$ cat config.mk
export PLATFORM = sky130hd
export DESIGN_NAME = text_console_ctrl
export DESIGN_NICKNAME = d
export VERILOG_FILES = /design/src/rtl/text_console_ctrl.sv
export SDC_FILE = /design/constraint.sdc
export NUM_CORES = 1
export LEC_CHECK = 0
export CAP_MARGIN = 20
export CORE_MARGIN = 2
export CORE_UTILIZATION = 35
export DETAILED_ROUTE_END_ITERATION = 8
export GPL_TIMING_DRIVEN = 0
export RECOVER_POWER = 25
export SETUP_SLACK_MARGIN = 0.1
export SYNTH_ARGS = -nofsm -noshare
export SYNTH_HDL_FRONTEND = slang
export SYNTH_SLANG_ARGS = --single-unit
$ cat constraint.sdc
create_clock -name clk -period 3.9 [get_ports clk]
set_input_delay 0.78 -clock clk [delete_from_list [all_inputs] [get_ports clk]]
set_output_delay 0.78 -clock clk [all_outputs]
set_load 0.02 [all_outputs]
$ cat src/rtl/text_console_ctrl.sv
// =============================================================================
// Module   : text_console_ctrl
// Purpose  : Byte-stream text console; owns the cursor and drives the text-RAM
//            write port, including clear-line / clear-screen fill sweeps.
//            Optional macro AUTO_CLEAR_EN: reset exits into a full-screen wipe.
// Revision : 1.0 - initial release
// =============================================================================
`default_nettype none

module text_console_ctrl #(
    parameter int         COLS      = 80,
    parameter int         ROWS      = 30,
    parameter logic [7:0] FILL_CHAR = 8'h20
) (
    input  logic        clk,
    input  logic        rst,
    input  logic [7:0]  char_in,
    input  logic        char_valid,
    output logic        char_ready,
    output logic [7:0]  data_out,
    output logic [11:0] write_address,
    output logic        w_en,
    output logic [4:0]  cursor_row,
    output logic [6:0]  cursor_col,
    output logic        busy
);

    typedef enum logic [1:0] {
        S_IDLE       = 2'd0,
        S_CLR_LINE   = 2'd1,
        S_CLR_SCREEN = 2'd2
    } state_t;

    localparam logic [11:0] C_COLS        = 12'(COLS);
    localparam logic [11:0] C_LINE_LAST   = 12'(COLS - 1);
    localparam logic [11:0] C_SCREEN_LAST = 12'(COLS * ROWS - 1);
    localparam logic [6:0]  C_COL_LAST    = 7'(COLS - 1);
    localparam logic [4:0]  C_ROW_LAST    = 5'(ROWS - 1);
`ifdef AUTO_CLEAR_EN
    localparam state_t      C_RESET_STATE = S_CLR_SCREEN;
`else
    localparam state_t      C_RESET_STATE = S_IDLE;
`endif

    state_t      state_q, state_d;
    logic [4:0]  row_q, row_d;
    logic [6:0]  col_q, col_d;
    logic [11:0] sweep_q, sweep_d;
    logic        we_q, we_d;
    logic [7:0]  data_q, data_d;
    logic [11:0] addr_q, addr_d;

    logic [11:0] row_base;
    logic [11:0] cur_addr;
    logic        do_newline;

    assign row_base = 12'(row_q) * C_COLS;
    assign cur_addr = row_base + {5'd0, col_q};

    always_comb begin
        state_d    = state_q;
        row_d      = row_q;
        col_d      = col_q;
        sweep_d    = sweep_q;
        we_d       = 1'b0;
        data_d     = data_q;
        addr_d     = addr_q;
        do_newline = 1'b0;

        case (state_q)
            S_IDLE: begin
                if (char_valid) begin
                    if (char_in >= 8'h20 && char_in <= 8'h7E) begin
                        we_d   = 1'b1;
                        data_d = char_in;
                        addr_d = cur_addr;
                        if (col_q == C_COL_LAST) begin
                            do_newline = 1'b1;
                        end else begin
                            col_d = col_q + 7'd1;
                        end
                    end else begin
                        case (char_in)
                            8'h0A: do_newline = 1'b1;
                            8'h0D: col_d = 7'd0;
                            8'h08: begin
                                if (col_q != 7'd0) begin
                                    col_d  = col_q - 7'd1;
                                    we_d   = 1'b1;
                                    data_d = FILL_CHAR;
                                    addr_d = cur_addr - 12'd1;
                                end
                            end
                            8'h0C: begin
                                row_d   = 5'd0;
                                col_d   = 7'd0;
                                sweep_d = 12'd0;
                                state_d = S_CLR_SCREEN;
                            end
                            default: ;
                        endcase
                    end

                    // Wrap to the top instead of scrolling; the new row is wiped.
                    if (do_newline) begin
                        col_d   = 7'd0;
                        row_d   = (row_q == C_ROW_LAST) ? 5'd0 : row_q + 5'd1;
                        sweep_d = 12'd0;
                        state_d = S_CLR_LINE;
                    end
                end
            end

            S_CLR_LINE: begin
                we_d   = 1'b1;
                data_d = FILL_CHAR;
                addr_d = row_base + sweep_q;
                if (sweep_q == C_LINE_LAST) begin
                    sweep_d = 12'd0;
                    state_d = S_IDLE;
                end else begin
                    sweep_d = sweep_q + 12'd1;
                end
            end

            S_CLR_SCREEN: begin
                we_d   = 1'b1;
                data_d = FILL_CHAR;
                addr_d = sweep_q;
                if (sweep_q == C_SCREEN_LAST) begin
                    sweep_d = 12'd0;
                    state_d = S_IDLE;
                end else begin
                    sweep_d = sweep_q + 12'd1;
                end
            end

            default: begin
                state_d = S_IDLE;
            end
        endcase
    end

    always_ff @(posedge clk) begin
        if (rst) begin
            state_q <= C_RESET_STATE;
            row_q   <= 5'd0;
            col_q   <= 7'd0;
            sweep_q <= 12'd0;
            we_q    <= 1'b0;
            data_q  <= 8'd0;
            addr_q  <= 12'd0;
        end else begin
            state_q <= state_d;
            row_q   <= row_d;
            col_q   <= col_d;
            sweep_q <= sweep_d;
            we_q    <= we_d;
            data_q  <= data_d;
            addr_q  <= addr_d;
        end
    end

    assign char_ready    = (state_q == S_IDLE);
    assign busy          = ~char_ready;
    assign w_en          = we_q;
    assign data_out      = data_q;
    assign write_address = addr_q;
    assign cursor_row    = row_q;
    assign cursor_col    = col_q;

endmodule

`default_nettype wire
==> flow_summary.rst, run 1 <==
.. list-table::
   :header-rows: 1

   * - Metric
     - Value
   * - Status
     - completed
   * - Arrival time of data at the critical path endpoint
     - 3780 ps
   * - Diode insertion count for antenna repair
     - 0
   * - Library cell used as clock root buffer
     - clkbuf_8
   * - Overall fraction of global-route tracks in use
     - 0.197
   * - Critical path buffer and inverter count
     - 1
   * - Top library cells by usage in the layout, fill and taps aside
     - a21oi_1 (47), dfxtp_1 (47), nor2_1 (39)
   * - Remaining global-route overflow
     - 0
   * - Synthesized-area fraction occupied by xor and xnor cells
     - 0.0534
   * - Crit. End Element
     - register
   * - Row cnt
     - 38
   * - CP Launch Type
     - register
   * - Vias per inst
     - 5.77
   * - Transition time at the pin with the least slew margin
     - 712 ps
   * - Number of synthesized flops with an enable pin
     - 0
   * - DR vias
     - 3827
   * - Peak ir drop on the vdd network
     - 151 uV
   * - H-tree depth
     - 2
   * - Number of failing hold endpoints at the final stage
     - 0
   * - Initial core utilization
     - 0.355
   * - Height of the chip
     - 108 um
   * - Total Negative Setup Slacks
     - 0 ps
   * - Setup repair after global routing missed its margin
     - no
   * - Setup repair bufs after CTS
     - 0
   * - TritonCTS clock tree
     - done
   * - Multiplexer area fraction after synthesis
     - 0.00792
   * - Cell chain of the critical path
     - ha_1 -> ha_1 -> fa_1 -> xnor2_1 -> inv_1 -> ha_1 -> a2111oi_0 -> o21a_1 -> o211ai_1 -> a311oi_2
   * - Clock latency reported for the late side of the worst-skew pair
     - 320 ps
   * - Synthesized netlist cell count
     - 470
   * - IO Count
     - 46
   * - Wire length per cell
     - 17.2 um
   * - Pin count of the biggest net entering global routing
     - 18
   * - Finished Cell Area
     - 4510 um2
   * - Util after Layout
     - 0.422
   * - Highest Clock Rate
     - 0.282 GHz
   * - Max-slew violation count
     - 0
   * - Power per standard cell area
     - 249 nW/um2
   * - Number of search-and-repair iterations in the first detailed-routing pass
     - 5
   * - Total CTS buffers
     - 5
   * - Final worst path period share
     - 0.909
   * - Vias in the first global route
     - 3485
   * - Top cell by count, worst path
     - ha_1
   * - Wire length of the first global-routing pass
     - 18100 um
   * - Port Buf Inserts
     - 45
   * - Clock-pin slew on the worst setup and hold paths
     - 110 ps
   * - Final routed DRC violation total
     - 0
   * - Antenna violations before repair
     - 0
   * - Final worst clock skew
     - 11.9 ps
   * - Placement Setup Slack
     - 451 ps
   * - Worst min-delay path category
     - register to register
   * - Worst path required time
     - 4130 ps
   * - Post-cts gate resize count
     - 0
   * - Area growth from synthesis to layout
     - 19.0%
   * - Cts-stage hold buffer count
     - 0
   * - Async set-reset flop share out of synthesis
     - 0
   * - DIE AREA
     - 11700 um2
   * - Synthesized netlist net count
     - 511
   * - Post-detailed-routing wire length
     - 11400 um
   * - Final-stage net count
     - 563
   * - Remaining antenna violation count after routing
     - 0
   * - Adder-cell share of the synthesized area
     - 0.105
   * - Final critical path time including I/O delays and setup
     - 3540 ps
   * - Slew HR
     - 0.525
   * - Leak Pwr
     - 1.82 nW
   * - Final critical-path setup slack
     - 356 ps
   * - Maximum fanout along the worst path
     - 9
   * - Final setup viols
     - 0
   * - Detailed placement HPWL
     - 8650 um
   * - Share of layout cells above drive strength 1
     - 0.0841
   * - Maximum count of clock buffers along a single path
     - 2
   * - Count of max-cap constraint violations
     - 0
   * - Synth warn
     - 0
   * - Mapped Avg Cell Area
     - 8.07 um2
   * - Worst-path cell with the longest stage delay
     - dfxtp_1
   * - Post-synthesis sequential area ratio
     - 0.248
   * - Chip width
     - 108 um
   * - Placer Congestion
     - 0.918
   * - WS Path Type
     - register to register
   * - First DRT Iteration DRCs
     - 261
   * - Most used flip-flop cell after synthesis
     - dfxtp_1
   * - Library cells used by synthesis
     - 78
   * - Post-route worst hold slack
     - 463 ps
   * - Largest family of logic cells by synthesized area
     - simple AND/OR/NAND/NOR gates
   * - Maximum single-stage delay on the critical path
     - 650 ps
   * - Yosys reg bits
     - 47
   * - Simple-gate portion of the synthesized area
     - 0.277
   * - Core region area
     - 10700 um2
   * - Clock tree sinks
     - 47
   * - Dominant delay contributor by cell family on the critical path
     - adder cells
   * - Synthesized cell area
     - 3790 um2
   * - Cell Area, Placed
     - 4420 um2
   * - Compound-Gate Fraction of Synth Area
     - 0.257
## worst reg2reg max path, cell delays in order, from the launching register on
cell       delay (ps)
dfxtp_1           650
ha_1              350
ha_1              220
fa_1              400
xnor2_1           300
inv_1             180
ha_1              240
a2111oi_0         560
o21a_1            210
o211ai_1           90
a311oi_2          270
## through the flow
step	instances	power, W
6_report	663	0.00113
5_1_grt	663	0.00118
4_1_cts	663	0.00114
3_5_place_dp	655	0.000800
3_3_place_gp	655	0.000798
2_1_floorplan	470	0.000700
## cells by family after synthesis
logic type,after synthesis
and+or+nand+nor,182
AOI/OAI and AO/OA,143
DFF,47
buffers and inverters,45
adders and majority gates,30
xor gates and xnor gates,20
muxes,3
## sequential cells by signal (all words and copies together) (netlist names)
| signal | count |
|---|---|
| w_en | 1 |
| state_q | 2 |
| sweep_q | 12 |
| cursor_col | 7 |
| write_address | 12 |
| data_out | 8 |
| cursor_row | 5 |
## area by class of cell
cell class | instances | area (um2)
repair buffers | 45 | 450
well taps | 140 | 175
clock inverters | 3 | 27.5
flip-flops and latches | 47 | 941
fillers | 1064 | 6180
clock buffers | 5 | 68.8
plain buffers | 27 | 129
inverters | 18 | 67.6
multi-input cells | 378 | 2660
## cell usage after synthesis (3+ instances only)
cell | count | area share
a211oi_1 | 7 | 0.014
a21o_1 | 5 | 0.0099
a21oi_1 | 47 | 0.062
a221oi_1 | 5 | 0.012
a22oi_1 | 3 | 0.0059
a31oi_1 | 5 | 0.0082
and2_1 | 4 | 0.0066
and3_1 | 10 | 0.016
and4_1 | 4 | 0.0092
buf_2 | 10 | 0.013
clkbuf_1 | 14 | 0.014
dfxtp_1 | 47 | 0.25
fa_1 | 3 | 0.016
ha_1 | 27 | 0.089
inv_1 | 18 | 0.018
mux2i_1 | 3 | 0.0079
nand2_1 | 34 | 0.034
nand3_1 | 25 | 0.033
nand3b_1 | 5 | 0.0099
nand4_1 | 5 | 0.0082
nor2_1 | 39 | 0.039
nor3_1 | 13 | 0.017
o211ai_1 | 5 | 0.0099
o21ai_0 | 18 | 0.024
o21ai_1 | 11 | 0.015
o41ai_1 | 5 | 0.012
or2_2 | 3 | 0.0049
or3_1 | 6 | 0.0099
or3b_1 | 3 | 0.0069
or4_1 | 4 | 0.0079
or4b_1 | 5 | 0.013
xnor2_1 | 13 | 0.030
xor2_1 | 5 | 0.012
## per-layer routing
layer / global-route usage / part of all wire / up-vias
li1: - / - / 1867
met1: 0.268 / 0.45 / 1824
met4: 0.0531 / 0.016 / 0
met3: 0.0271 / 0.052 / 19
met5: 0 / 0 / -
met2: 0.326 / 0.48 / 117
## report_power, final
| part | internal [W] | total, W | switching [W] |
|---|---|---|---|
| clock | 0.000134 | 0.000338 | 0.000205 |
| combinational | 0.000113 | 0.000277 | 0.000164 |
| sequential | 0.000496 | 0.000511 | 0.0000147 |
## path summary, 6_finish.rpt
kind                                                  endpoint  cells after the start                       start  slack [ps]
worst max-delay path            write_address[11]$_SDFFE_PP0P_                     10  cursor_row[1]$_SDFFE_PP0P_         360
worst min-delay path                  data_out[4]$_SDFFE_PP0P_                      2    data_out[4]$_SDFFE_PP0P_         460
worst max register to register  write_address[11]$_SDFFE_PP0P_                     10  cursor_row[1]$_SDFFE_PP0P_         360
worst min register to register        data_out[4]$_SDFFE_PP0P_                      2    data_out[4]$_SDFFE_PP0P_         460
(Power assumes the default switching activity.)
==> inputs of run 2 (changes only) <==
SKIP_LAST_GASP = 1   (was unset)
==> results of run 2 <==
No change in the layout: final DEF, timing and power equal those of run 1.
